--- src/rtl/uart_rx_core.sv ---
// UART receive engine: synchronises serial_in, frames 5..8 bit characters and reports status.
// Optional build macro UART_RX_MAJORITY_EN enables 2-of-3 majority sampling around each sample point.
module uart_rx_core #(
  parameter int SYNC_STAGES = 2,
  parameter int MIN_PERIOD  = 4
) (
  input  logic        clk,
  input  logic        n_rst,
  input  logic        serial_in,
  input  logic [3:0]  data_size,
  input  logic [13:0] bit_period,
  input  logic        data_read,
  output logic [7:0]  rx_data,
  output logic        data_ready,
  output logic        overrun_error,
  output logic        framing_error
);

  typedef enum logic [2:0] {IDLE, START, DATA, STOP, WAIT_HIGH} state_t;

  state_t                 state, state_d;
  logic [SYNC_STAGES-1:0] sync_q;
  logic                   line, line_prev, sample_bit;
  logic [13:0]            timer_q, timer_d, period_q, period_d, period_in;
  logic [3:0]             bit_cnt_q, bit_cnt_d, size_q, size_d, size_in;
  logic [7:0]             shift_q, shift_d, rx_data_d;
  logic                   data_ready_d, overrun_d, framing_d, tick;

  assign line = sync_q[SYNC_STAGES-1];
  assign tick = (timer_q == 14'd0);

  assign period_in = (bit_period < 14'(MIN_PERIOD)) ? 14'(MIN_PERIOD) : bit_period;
  assign size_in   = (data_size < 4'd5) ? 4'd5 : ((data_size > 4'd8) ? 4'd8 : data_size);

`ifdef UART_RX_MAJORITY_EN
  // line_prev is the nominal sample point; line_prev2 and line are its neighbours.
  logic line_prev2;
  always_ff @(posedge clk or negedge n_rst) begin
    if (!n_rst) line_prev2 <= 1'b1;
    else        line_prev2 <= line_prev;
  end
  assign sample_bit = (line_prev2 & line_prev) | (line_prev2 & line) | (line_prev & line);
`else
  assign sample_bit = line;
`endif

  always_comb begin
    state_d      = state;
    timer_d      = timer_q;
    bit_cnt_d    = bit_cnt_q;
    shift_d      = shift_q;
    period_d     = period_q;
    size_d       = size_q;
    rx_data_d    = rx_data;
    data_ready_d = data_ready & ~data_read;
    overrun_d    = overrun_error & ~data_read;
    framing_d    = framing_error & ~data_read;

    case (state)
      IDLE: begin
        if (line_prev && !line) begin
          state_d   = START;
          shift_d   = 8'h00;
          bit_cnt_d = 4'd0;
          period_d  = period_in;
          size_d    = size_in;
          timer_d   = (period_in >> 1) - 14'd1;
        end
      end
      START: begin
        if (!tick)            timer_d = timer_q - 14'd1;
        else if (!sample_bit) begin
          state_d = DATA;
          timer_d = period_q - 14'd1;
        end else              state_d = IDLE;
      end
      DATA: begin
        if (!tick) timer_d = timer_q - 14'd1;
        else begin
          shift_d   = {sample_bit, shift_q[7:1]};
          bit_cnt_d = bit_cnt_q + 4'd1;
          timer_d   = period_q - 14'd1;
          if (bit_cnt_q == size_q - 4'd1) state_d = STOP;
        end
      end
      STOP: begin
        if (!tick) timer_d = timer_q - 14'd1;
        else if (sample_bit) begin
          // A load coinciding with data_read counts as consumed, so no overrun.
          rx_data_d    = shift_q;
          data_ready_d = 1'b1;
          framing_d    = 1'b0;
          if (data_ready && !data_read) overrun_d = 1'b1;
          state_d      = IDLE;
        end else begin
          framing_d = 1'b1;
          state_d   = WAIT_HIGH;
        end
      end
      WAIT_HIGH: begin
        if (line) state_d = IDLE;
      end
      default: state_d = IDLE;
    endcase
  end

  always_ff @(posedge clk or negedge n_rst) begin
    if (!n_rst) state <= IDLE;
    else        state <= state_d;
  end

  always_ff @(posedge clk or negedge n_rst) begin
    if (!n_rst) begin
      sync_q        <= '1;
      line_prev     <= 1'b1;
      timer_q       <= 14'd0;
      bit_cnt_q     <= 4'd0;
      shift_q       <= 8'h00;
      period_q      <= 14'(MIN_PERIOD);
      size_q        <= 4'd5;
      rx_data       <= 8'h00;
      data_ready    <= 1'b0;
      overrun_error <= 1'b0;
      framing_error <= 1'b0;
    end else begin
      sync_q        <= {sync_q[SYNC_STAGES-2:0], serial_in};
      line_prev     <= line;
      timer_q       <= timer_d;
      bit_cnt_q     <= bit_cnt_d;
      shift_q       <= shift_d;
      period_q      <= period_d;
      size_q        <= size_d;
      rx_data       <= rx_data_d;
      data_ready    <= data_ready_d;
      overrun_error <= overrun_d;
      framing_error <= framing_d;
    end
  end

endmodule

--- config.mk ---
export PLATFORM = sky130hd
export DESIGN_NAME = uart_rx_core
export DESIGN_NICKNAME = d
export VERILOG_FILES = /design/src/rtl/uart_rx_core.sv
export SDC_FILE = /design/constraint.sdc
export NUM_CORES = 1
export LEC_CHECK = 0
export ABC_AREA = 1
export BUFFER_PORTS_ARGS = -buffer_cell sky130_fd_sc_hd__buf_2
export CORE_ASPECT_RATIO = 0.7
export CORE_MARGIN = 1
export CORE_UTILIZATION = 43
export CTS_CLUSTER_SIZE = 10
export DETAILED_ROUTE_END_ITERATION = 10
export MAX_ROUTING_LAYER = met4
export PLACE_DENSITY_LB_ADDON = 0.12
export SYNTH_ARGS = -nofsm -noshare
export SYNTH_HDL_FRONTEND = slang
export SYNTH_SLANG_ARGS = --single-unit
--- constraint.sdc ---
create_clock -name clk -period 2.1 [get_ports clk]
set_input_delay 0.21 -clock clk [delete_from_list [all_inputs] [get_ports clk]]
set_output_delay 0.21 -clock clk [all_outputs]
set_load 0.01 [all_outputs]
* Yosys cells after proc, flatten, opt, wreduce, memory -nomap -nowiden
Cells that the tools add are included.
** Cells by class
- Magnitude comparators :: 3
- Bitwise logic cells :: 4
- Reduce and logical (&&, ||, !) cells :: 13
- Equal/unequal tests :: 13
- Add/subtract/negate cells :: 5
- Mux-type cells :: 34
** Operators by type and width (count)
- 2-to-1 mux 14 bit :: 6
- one-hot mux 14 bit (4 select lines) :: 1
- subtractor 14 x 1 -> 14 bit (second input constant) :: 2
- 2-to-1 mux 3 bit :: 7
- 2-to-1 mux 4 bit :: 4
- 2-to-1 mux 8 bit :: 2
- one-hot mux 8 bit (2 select lines) :: 1
- one-hot mux 3 bit (5 select lines) :: 1
- zero test 14 bit :: 1
- < comparator 14 x 3 -> 1 bit (second input constant) :: 1
- != test 2 bit (second input constant) :: 7
- subtractor 13 x 1 -> 14 bit (second input constant) :: 1
- 2-to-1 mux 1 bit :: 10
- one-hot mux 4 bit (2 select lines) :: 1
- == test 3 x 2 -> 1 bit (second input constant) :: 2
- AND reduction 3 bit :: 2
- AND reduction 6 bit :: 1
- adder 4 x 1 -> 4 bit (second input constant) :: 1
- == test 4 bit :: 1
- > comparator 4 bit (second input constant) :: 1
- < comparator 4 x 3 -> 1 bit (second input constant) :: 1
- AND reduction 4 bit :: 1
- nonzero test 4 bit :: 1
- subtractor 4 x 1 -> 4 bit (second input constant) :: 1
- 11 further kinds :: 15
** Word-level totals
- Word-level logic and storage cells :: 84
- Bits in registers :: 61
- Output and inout port bits :: 11

* Longest topological paths before layout
Gate-level depths: netlist (run 1).
- Depth in word-level cells :: 6
- Gate-level depth with buffers :: 17

* Least setup slack after synthesis (run 1)
No wires, ideal clock.
- Path type :: input to register
- From :: input bit_period[5]
- To :: register timer_q[12]
- Arrival :: 1.671 ns
- Cell stages on the path :: 15
- Path buffers :: 0
- Setup slack :: 0.316 ns
- Cell sequence :: nor2_1 inv_1 nor2_1 a21oi_1 inv_1 ha_1 nand3_1 nor2_1 nand2_1 nor2_1 nand3_1 nand3_1 nand3_1 nand2_1 inv_1
** Between the ends
- Cells in the longest elaborated chain, start to end :: 5
** Ends and longest elaborated chain
- from (decl) :: line 11 : input logic [13:0] bit_period,
- < comparator 14 x 3 -> 1 bit :: line 32 : assign period_in = (bit_period < 14'(MIN_PERIOD)) ? 14'(MIN_PERIOD) : bit_period;
- 2-to-1 mux 14 bit (*) :: line 32
- subtractor 13 x 1 -> 14 bit (*) :: line 67 : timer_d = (period_in >> 1) - 14'd1;
- 2-to-1 mux 14 bit (*) :: line 61 : if (line_prev && !line) begin
- one-hot mux 14 bit (4 select lines) (*) :: line 59 : case (state)
- to (signal assigned) :: line 128 : timer_q <= timer_d;
- to (decl) :: line 24 : logic [13:0] timer_q, timer_d, period_q, period_d, period_in;
Mark *: on every way between the ends. The rest lies on a longest branch, timed or not. The select of a mux whose other input is x is not followed.
A chain may end at the register's enable or synchronous reset.

* Worst setup path in the final report (run 1)
- From :: register timer_q[0]
- To :: register timer_q[9]
** Between the ends
- Cells in the longest elaborated chain, start to end :: 3
** Ends and longest elaborated chain
- subtractor 14 x 1 -> 14 bit or zero test 14 bit (tied branches)
- 2-to-1 mux 14 bit, or another cell as far along :: line 87 : if (!tick) timer_d = timer_q - 14'd1;
- one-hot mux 14 bit (4 select lines) or AND reduction 4 bit (tied branches)
Several ways; a longest one is shown, not always the timed one. The select of a mux whose other input is x is not followed.

==> out/results.tsv, run 1 <==
metric	value	unit
ir_drop	558.5	uV
die_x	115.5	um
setup_violations	0	
synth_seq_area_share	39.54	%
grt_max_degree	40	
met1_usage	37.13	%
final_max_slew_viol_count	0	
cts_buffers	9	
cp_slowest_cell	dfrtp_1	
dp_hpwl	7.512	mm
max_stage_delay	0.39	ns
initial_core_util	45.20	%
drtAntennaViolNets	0	
placement.cell_area	0.004259	mm2
p_sw	0.002548	W
crit_type	flip-flop to flip-flop	
h-tree-depth	3	
grt_use_met3	6.568	%
synth_seq_cells	61	
start_kind	flip-flop	
cts_tree	done	
drt_wl_total	10.24	mm
drc_errors	0	
power_density	1321	mW/mm2
clkLatencyLatePin	0.34	ns
cp_data_arrival_time	2.17	ns
syn_to_final_growth	19.51	%
place_inst	712	
drt_iter0_drc	309	
antenna_cells	0	
cp.required	2.32	ns
worst_setup_path_end_kind	flip-flop	
num_vias	3705	
wl_per_cell	13.97	um
netlist_area	0.003880	mm2
yosysWarningCount	0	
tightest_slew	0.6076	ns
gr-usage-met2	33.59	%
antenna_found_initial	0	
clockBufferDepth	2	
setup_ws	0.1515	ns
clk_pin_slew	0.06	ns
core_area	0.008583	mm2
via_per_inst	5.055	
clkPwrFrac	26.9	%
io_pins	33	
finalSetupTns	0	ns
pre_cts_slack	0.06312	ns
dr.pass1.iters	5	
syn_nets	584	
grt-busiest-layer	met1	
swShare	41.58	%
cts.sink_count	61	
fmax	513.2	MHz
post-route-min-period	1.949	ns
port_buffers	32	
finalClockSkew	0.005463	ns
layout-drive-gt1-share	15.33	%
die_y	81.48	um
rsz0062_at_grt	no	
worstPathCellList	inv_1 > ha_1 > nand3_1 > nor2_2 > nand2_4 > buf_4 > a21oi_1 > nor2_1 > nor2_1 > a21oi_1	
syn-instance-count	556	
grt-ovfl-total	0	
ys_types	37	
fin_util	54.02	%
max_slew_margin	59.49	%
nets	636	
power_leakage	2.329	nW
grt_pass1_wl	17.10	mm
outcome	completed	
row_count	28	
fin_crit_sh	92.79	%
die_area	0.009413	mm2
drv_cap	0	
grt_pass1_vias	3408	
final-hold-violation-count	0	
fin_area	0.004637	mm2
power_frac_seq	31.0	%
gp_congestion	0.8925	
path_max_fanout	14	
fin_cells	733	
p_int	0.003579	W
hold_path_class	input port to flip-flop	
cts_root_buffer	clkbuf_16	
avgSynthCellArea	6.978	um2
grtUsageTotal	25.05	%
share_comb_of_total_power	42.1	%
==> cell usage after synthesis, drive strengths merged <==
cell type / number / area share [%]
a21boi: 4 / 0.77
a21oi: 17 / 2.3
a22oi: 1 / 0.19
a31o: 1 / 0.23
buf: 6 / 1.4
clkbuf: 6 / 0.58
dfrtp: 55 / 35
dfstp: 6 / 4.1
ha: 6 / 1.9
inv: 75 / 7.3
nand2: 149 / 15
nand3: 54 / 7.0
nand3b: 1 / 0.19
nand4: 4 / 0.64
nor2: 82 / 8.9
nor3: 4 / 0.94
nor4: 1 / 0.16
o211ai: 4 / 0.77
o21a: 1 / 0.19
o21ai: 55 / 7.1
o22ai: 4 / 0.64
or2: 3 / 0.48
xnor2: 3 / 0.68
xor2: 14 / 3.2
==> sequential cells by signal, summed over array words and instances, names as in the netlist <==
signal         flops
size_q             4
framing_error      1
timer_q           14
data_ready         1
period_q          14
bit_cnt_q          4
sync_q             2
shift_q            8
overrun_error      1
rx_data            8
state              3
line_prev          1
==> cells in the final DEF, fill, tap and decap left out, types with 6 or more instances in the layout <==
cell and instances:
a21oi_1 16, buf_2 32, buf_4 17, clkbuf_16 9
dfrtp_1 55, dfstp_2 6, ha_1 6, inv_1 70
nand2_1 144, nand3_1 54, nor2_1 74, o21ai_0 54
xor2_1 14
==> power by group through the flow <==
stage	Sequential, W	Combinational (W)	Clock, W
floorplan	0.00179	0.00191	0
global placement	0.00189	0.00247	0
detailed placement	0.00189	0.00253	0
CTS	0.00188	0.00254	0.00167
global route	0.00195	0.00294	0.00172
finish	0.00190	0.00258	0.00165
==> worst max-delay path: cells and delay by family, from the launching register on <==
family / cells / cell delay, ns
buf+inv: 2 / 0.32
simple gates: 5 / 0.60
flops: 1 / 0.39
fa+ha+maj: 1 / 0.21
compound gates: 2 / 0.31
==> logic make-up after synthesis <==
family / Yosys count / share of synthesized area, %
buffers and inverters: 87 / 9.222
xor gates and xnor gates: 17 / 3.838
adders and majority gates: 6 / 1.935
AOI/OAI and AO/OA: 87 / 12.19
and+or+nand+nor: 298 / 33.28
DFF: 61 / 39.54
==> layout make-up <==
type                       count  area (um2)
tap                          120       150.1
fill                         839        3946
inverter                      75       281.5
clock inverter                 3       67.56
sequential                    61        1534
clock buffer                  13       260.3
multi-input combinational    408        1996
timing repair buffer          53       347.8
==> worst paths after layout <==
check | slack [ns] | start | to | depth (start not counted)
worst max-delay path | 0.15 | timer_q[0]$_DFFE_PN0P_ | timer_q[9]$_DFFE_PN0P_ | 10
worst min-delay path | 0.05 | data_read | overrun_error$_DFF_PN0_ | 2
worst max register to register | 0.15 | timer_q[0]$_DFFE_PN0P_ | timer_q[9]$_DFFE_PN0P_ | 10
worst min register to register | 0.35 | sync_q[0]$_DFF_PN1_ | sync_q[1]$_DFF_PN1_ | 0
max in group asynchronous | 1.00 | n_rst | sync_q[0]$_DFF_PN1_ | 3
min in group asynchronous | 0.42 | n_rst | size_q[3]$_DFFE_PN0P_ | 2
==> layer usage <==
layer  part of all wire [%]  routed length [um]
met5                      0                   0
met4                   0.50                  51
met3                    6.3                 644
met2                     39                4011
met1                     54                5530
==> per-stage QoR <==
stage | power [W] | hold WS [ns]
2_1_floorplan | 0.003706 | -0.08559
3_3_place_gp | 0.004365 | 0.2525
3_5_place_dp | 0.004415 | 0.2589
4_1_cts | 0.006094 | 0.04690
5_1_grt | 0.006607 | 0.06112
6_report | 0.006126 | 0.04916
==> repair_timing <==
action,4_1_cts,5_1_grt
endpoints found under the hold margin,20,0
endpoints found under the setup margin,0,13
buffers inserted,0,3
hold buffers,2,0
gates resized for setup,0,2
No activity file was read; power rests on OpenSTA's default activity.
==> run 2, diff against run 1 <==
- RECOVER_POWER: not set -> 100
==> run 2 against run 1 <==
Net effect: core utilization shrank 0.50 points; non-clock buffer count stayed put; clock-buffer cell count stayed put; wire length is 0.12% higher; critical path type unchanged; critical endpoint unchanged.
==> out/results.tsv, run 2 (synthesized netlist as in run 1, its figures left out) <==
metric	value	unit	change
final_max_slew_viol_count	0		unchanged
final_common_cell	nand2_1		unchanged
n_fill_cell	852		was 839
drv_cap	0		unchanged
num_vias	3717		was 3705
drt_wl_total	10.25	mm	was 10.24 mm
clkLatencyLatePin	0.34	ns	about the same
drtAntennaViolNets	0		unchanged
fin_crit_sh	92.80	%	was 92.79%
fin_area	0.004594	mm2	was 0.004637 mm2
worst_setup_path_end_kind	flip-flop		unchanged
syn_to_final_growth	18.41	%	was 19.51%
wl_per_cell	13.98	um	was 13.97 um
outcome	completed		unchanged
grt-ovfl-total	0		unchanged
grt_pass1_vias	3408		unchanged
cp_slowest_cell	dfrtp_1		unchanged
gp_congestion	0.8925		unchanged
fin_util	53.53	%	was 54.02%
regArea	0.001534	mm2	unchanged
cp.required	2.32	ns	about the same
grt_max_degree	40		unchanged
whs	0.04810	ns	was 0.04916 ns
initial_core_util	45.20	%	unchanged
drt_iter0_drc	329		was 309
row_count	28		unchanged
nets	636		unchanged
finalClockSkew	0.006150	ns	was 0.005463 ns
finalSetupTns	0	ns	unchanged
via_per_inst	5.071		was 5.055
drc_errors	0		unchanged
power	0.006116	W	was 0.006126 W
die_y	81.48	um	unchanged
grtUsageTotal	25.05	%	unchanged
max_stage_delay	0.39	ns	about the same
grt_pass1_wl	17.10	mm	unchanged
path_max_fanout	14		unchanged
antenna_cells	0		unchanged
r2r_slack	0.15	ns	about the same
crit_type	flip-flop to flip-flop		unchanged
final-hold-violation-count	0		unchanged
tightest_slew	1.473	ns	was 0.6076 ns
clk_pin_slew	0.06	ns	about the same
rsz0062_at_grt	no		unchanged
dr.pass1.iters	5		unchanged
port_buffers	32		unchanged
io_pins	33		unchanged
layout-drive-gt1-share	12.23	%	was 15.33%
power_leakage	2.266	nW	was 2.329 nW
power_density	1331	mW/mm2	was 1321 mW/mm2
worstPathCellList	inv_1 > ha_1 > nand3_1 > nor2_2 > nand2_4 > buf_2 > a21oi_1 > nor2_1 > nor2_1 > a21oi_1		was inv_1 > ha_1 > nand3_1 > nor2_2 > nand2_4 > buf_4 > a21oi_1 > nor2_1 > nor2_1 > a21oi_1
placement.cell_area	0.004259	mm2	unchanged
hold_path_class	input port to flip-flop		unchanged
clockBufferDepth	2		unchanged
final_cell_mix	nand2_1 (145), nor2_1 (75), inv_1 (71)		was nand2_1 (144), nor2_1 (74), inv_1 (70)
start_kind	flip-flop		unchanged
cts_tree	done		unchanged
cp_data_arrival_time	2.17	ns	about the same
setup_violations	0		unchanged
ir_drop	560.0	uV	was 558.5 uV
die_x	115.5	um	unchanged
top_regs	period_q x14, timer_q x14		unchanged
max_slew_margin	1.814	%	was 59.49%
cts.sink_count	61		unchanged
cts_buffers	9		unchanged
die_area	0.009413	mm2	unchanged
h-tree-depth	3		unchanged
core_area	0.008583	mm2	unchanged
antenna_found_initial	0		unchanged
post-route-min-period	1.949	ns	about the same
fmax	513.1	MHz	was 513.2 MHz
multi_input_comb_area	0.001981	mm2	was 0.001996 mm2
cts_root_buffer	clkbuf_16		unchanged
dp_hpwl	7.512	mm	unchanged
==> run 2: cell count changes in the layout (fill, tap and decap cells not counted) <==
cell	delta
clkbuf_1	+14
buf_4	-4
nor2_1	+1
nand2_1	+1
buf_2	-11
inv_1	+1
inv_2	-1
nand2_2	-1
clkbuf_2	+1
dfstp_2	-2
dfstp_1	+2
nor2_2	+1
nor2_4	-2
==> run 2: metrics by stage <==
step                      setup WS, ns  cells
after global placement         0.09602    712
final                           0.1512    733
after CTS                      0.06153    730
after global routing           0.02199    733
after detailed placement       0.06312    712
after floorplan                 0.3158    556
==> run 2: cell type report <==
| cell class | instances | share of cell area (%) |
|---|---|---|
| inverter | 75 | 6.127 |
| clock inverter | 3 | 1.471 |
| tap | 120 | 3.268 |
| timing repair buffer | 53 | 6.972 |
| clock buffer | 13 | 5.664 |
| multi-input combinational | 408 | 43.11 |
| sequential | 61 | 33.39 |
==> run 2: timing repair <==
action,CTS,global route
setup buffers,0,3
resized for setup,0,2
setup endpoints to repair,0,13
endpoints found under the hold margin,20,0
hold buffers,2,0
==> run 2: final timing paths <==
path                                             start                 endpoint  cells after the start
max in group asynchronous                        n_rst      sync_q[0]$_DFF_PN1_                      3
worst min register to register     sync_q[0]$_DFF_PN1_      sync_q[1]$_DFF_PN1_                      0
worst min-delay path                         data_read  overrun_error$_DFF_PN0_                      2
worst max-delay path            timer_q[0]$_DFFE_PN0P_   timer_q[9]$_DFFE_PN0P_                     10
min in group asynchronous                        n_rst    size_q[3]$_DFFE_PN0P_                      2
worst max register to register  timer_q[0]$_DFFE_PN0P_   timer_q[9]$_DFFE_PN0P_                     10
==> run 2: routing by layer <==
layer	track usage, %	vias up	wire length (um)
met5	-	-	0
met4	5.325	0	55
met1	37.13	1700	5475
met2	33.59	125	4008
li1	-	1883	-
met3	6.568	9	710
==> run 2: power by group <==
part	switching (W)	internal (W)
registers	0.000357	0.00154
logic	0.00164	0.000931
clock network	0.000549	0.00110
total	0.00254	0.00357
==> run 2: critical path, delay by kind of cell (launching register included) <==
family | cells | cell delay [ns]
and+or+nand+nor | 5 | 0.60
AOI/OAI and AO/OA | 2 | 0.32
adders and majority gates | 1 | 0.21
DFF | 1 | 0.39
buffers and inverters | 2 | 0.32
==> run 3, diff against run 2 <==
- ABC_AREA: 1 -> not set
==> run 3 against run 2 <==
Net effect: the run now ends with negative setup slack left; wire length grew 16%; setup slack lost 0.85 ns; total power grew 6.5%; critical path type is now input port to flip-flop; critical endpoint is now timer_q[8]$_DFFE_PN0P_.
==> out/results.tsv, run 3 <==
metric	value	unit	change
outcome	finished, violations left		was completed
violations	negative setup slack		
reg2reg_from	timer_q[0]$_DFFE_PN0P_		unchanged
r2r_cells	11		was 10
grt_pass1_vias	3608		was 3408
drv_cap	0		unchanged
die_x	110.9	um	was 115.5 um
share_comb_of_total_power	51.5	%	was 42.0%
post-route-min-period	2.796	ns	was 1.949 ns
wl_per_cell	17.98	um	was 13.98 um
power_frac_seq	27.1	%	was 30.9%
antenna_cells	0		unchanged
synth_top_area_share	38.54	%	was 35.47%
syn_nets	435		was 584
nets	582		was 636
regArea	0.001534	mm2	unchanged
avgSynthCellArea	8.774	um2	was 6.978 um2
grt-ovfl-total	0		unchanged
final_common_cell	buf_4		was nand2_1
cp_slowest_cell	or4b_4		was dfrtp_1
drtAntennaViolNets	0		unchanged
async_flop_share	100.0	%	unchanged
setup_violations	56		was 0
start_kind	input port		was flip-flop
cp_data_arrival_time	3.02	ns	was 2.17 ns
clkLatencyLatePin	0.34	ns	about the same
synth_edf_count	0		unchanged
power_density	1154	mW/mm2	was 1331 mW/mm2
io_pins	33		unchanged
dp_hpwl	7.735	mm	was 7.512 mm
max_stage_delay	0.57	ns	was 0.39 ns
final_cell_mix	buf_4 (85), dfrtp_1 (55), nand2_1 (50)		was nand2_1 (145), nor2_1 (75), inv_1 (71)
clkPwrFrac	21.5	%	was 27.0%
netlist_area	0.003571	mm2	was 0.003880 mm2
dr.pass1.iters	4		was 5
drc_errors	0		unchanged
syn_to_final_growth	58.02	%	was 18.41%
swShare	38.07	%	was 41.61%
n_fill_cell	572		was 852
cp_top_family	simple AND/OR/NAND/NOR gates		unchanged
clockBufferDepth	2		unchanged
fin_area	0.005643	mm2	was 0.004594 mm2
whs	0.04829	ns	was 0.04810 ns
port_buffers	32		unchanged
layout-drive-gt1-share	48.48	%	was 12.23%
power_leakage	2.513	nW	was 2.266 nW
multi_input_comb_area	0.002410	mm2	was 0.001981 mm2
r2r-end	timer_q[11]$_DFFE_PN0P_		was timer_q[9]$_DFFE_PN0P_
setup_ws	-0.6960	ns	was 0.1512 ns
fin_crit_sh	133.1	%	was 92.80%
worstPathCellList	buf_6 > or4_4 > or4b_4 > nor3_4 > nand2b_4 > ha_4 > or4b_4 > buf_6 > nor2_2 > xor2_1 > nand2_1 > o221ai_2 > a22o_1		was inv_1 > ha_1 > nand3_1 > nor2_2 > nand2_4 > buf_2 > a21oi_1 > nor2_1 > nor2_1 > a21oi_1
cts_tree	done		unchanged
max_slew_margin	14.26	%	was 1.814%
worst_setup_path_end_kind	flip-flop		unchanged
cp.required	2.32	ns	about the same
die_area	0.008679	mm2	was 0.009413 mm2
grtUsageTotal	29.46	%	was 25.05%
ys_types	51		was 37
top_regs	period_q x14, timer_q x14		unchanged
ir_drop	609.8	uV	was 560.0 uV
synth_most_common_cell	nand2_1		unchanged
num_vias	3690		was 3717
worstSetupEndpoint	timer_q[8]$_DFFE_PN0P_		was timer_q[9]$_DFFE_PN0P_
h-tree-depth	3		unchanged
placement.cell_area	0.004649	mm2	was 0.004259 mm2
core_area	0.007939	mm2	was 0.008583 mm2
grt_max_degree	31		was 40
hold_path_class	input port to flip-flop		unchanged
final_max_slew_viol_count	0		unchanged
rsz0062_at_grt	yes		was no
path_depth	13		was 10
fmax	357.7	MHz	was 513.1 MHz
p_int	0.004034	W	was 0.003571 W
synthTopCellsByArea	dfrtp_1 (39%), nand2_1 (8.4%), xnor2_1 (5.2%)		was dfrtp_1 (35%), nand2_1 (14%), nor2_1 (7.3%)
grt_pass1_wl	18.87	mm	was 17.10 mm
synth_seq_cells	61		unchanged
yosysWarningCount	0		unchanged
yosysTopAreaCell	dfrtp_1		unchanged
cts_buffers	9		unchanged
via_per_inst	5.591		was 5.071
antenna_found_initial	0		unchanged
syn-instance-count	407		was 556
path_max_fanout	2		was 14
row_count	27		was 28
r2r_slack	-0.43	ns	was 0.15 ns
gp_congestion	0.8869		was 0.8925
drt_iter0_drc	217		was 329
final-hold-violation-count	0		unchanged
finalSetupTns	-18.14	ns	was 0 ns
drt_wl_total	11.86	mm	was 10.25 mm
clk_pin_slew	0.05	ns	was 0.06 ns
initial_core_util	44.98	%	was 45.20%
cts_root_buffer	clkbuf_16		unchanged
cts.sink_count	61		unchanged
ys_dominant_reg_cell	dfrtp_1		unchanged
synthTopCellsByCount	nand2_1 (80), dfrtp_1 (55), nor2_1 (33)		was nand2_1 (144), nor2_1 (75), inv_1 (70)
die_y	78.25	um	was 81.48 um
tightest_slew	1.286	ns	was 1.473 ns
worst-path-buf-inv	2		unchanged
finalClockSkew	0.006333	ns	was 0.006150 ns
startpoint	bit_period[11]		was timer_q[0]$_DFFE_PN0P_
p_sw	0.002480	W	was 0.002545 W
synth_seq_area_share	42.96	%	was 39.54%
crit_type	input port to flip-flop		was flip-flop to flip-flop
run 3: changes by cell type after synthesis, sizes merged, moves of 8 or more:
cell / delta
nor2: -48
nand2: -69
inv: -66
nor3: +12
o21ai: -31
xnor2: +18
nor4: +10
mux2: +8
or3: +12
nand3: -42
run 3: layer usage:
metal | part of all wire (%) | up-vias | global-route usage [%] | routed length (um)
met5 | 0 | - | - | 0
met4 | 1.5 | 0 | 8.933 | 174
met3 | 8.2 | 14 | 7.722 | 967
met2 | 44 | 154 | 41.74 | 5246
met1 | 46 | 1788 | 41.21 | 5476
li1 | - | 1734 | - | -
run 3: cell families after synthesis:
logic type	Yosys count	synth area share (%)
AO/OA/AOI/OAI	73	13.00
XOR/XNOR	35	8.585
adder cells (fa/ha/maj)	6	2.102
buffers and inverters	28	3.994
flip-flops	61	42.96
multiplexers	8	2.523
AND/OR/NAND/NOR	196	26.84
run 3: how the worst min path moves through the flow:
stage               slack, ns  cells after the start                       end       from
finish                   0.05                      2   overrun_error$_DFF_PN0_  data_read
global route             0.05                      2   overrun_error$_DFF_PN0_  data_read
CTS                      0.05                      2   overrun_error$_DFF_PN0_  data_read
detailed placement       0.24                      1    shift_q[4]$_DFFE_PN0P_      n_rst
global placement         0.22                      1      state[1]$_DFFE_PN0P_      n_rst
floorplan               -0.09                      0  bit_cnt_q[0]$_DFFE_PN0P_      n_rst
run 3: worst register-to-register path: stages (launching register included):
cell and delay [ns]:
dfrtp_1 0.39, inv_2 0.07, buf_6 0.09, ha_4 0.12, or4b_4 0.46, or4_4 0.49
buf_12 0.16, o21ai_4 0.18, nor2_4 0.12, buf_6 0.15, a22oi_2 0.11, nand2_1 0.07
run 3: stage by stage:
stage	worst slack [ns]	instances	power (W)	utilization, %
2_1_floorplan	-1.036	407	0.003220	-
3_3_place_gp	-1.155	621	0.004368	58.57
3_5_place_dp	-1.217	621	0.004415	58.57
4_1_cts	-0.7387	656	0.006236	69.13
5_1_grt	-0.7899	660	0.006861	71.08
6_report	-0.6960	660	0.006515	71.08
run 3: repair_timing:
action / 4_1_cts / 5_1_grt
buffers inserted: 13 / 9
hold buffers: 2 / 0
setup endpoints to repair: 55 / 56
hold endpoints to repair: 18 / 0
gates cloned: 6 / 0
resized for setup: 87 / 55
pin swaps: 56 / 35
run 3: final cells by class:
class | instances | area share (%)
inverters | 9 | 0.5987
well taps | 101 | 2.239
repair buffers | 154 | 22.31
clock inverters | 3 | 0.3548
flip-flops and latches | 61 | 27.18
multi-input cells | 319 | 42.71
clock buffers | 13 | 4.612
run 3: power by group through the flow:
| stage | Sequential, W | Combinational (W) | Clock (W) |
|---|---|---|---|
| detailed placement | 0.00174 | 0.00267 | 0 |
| CTS | 0.00174 | 0.00309 | 0.00141 |
| finish | 0.00176 | 0.00335 | 0.00140 |
| global placement | 0.00173 | 0.00264 | 0 |
| global route | 0.00180 | 0.00359 | 0.00147 |
| floorplan | 0.00178 | 0.00144 | 0 |
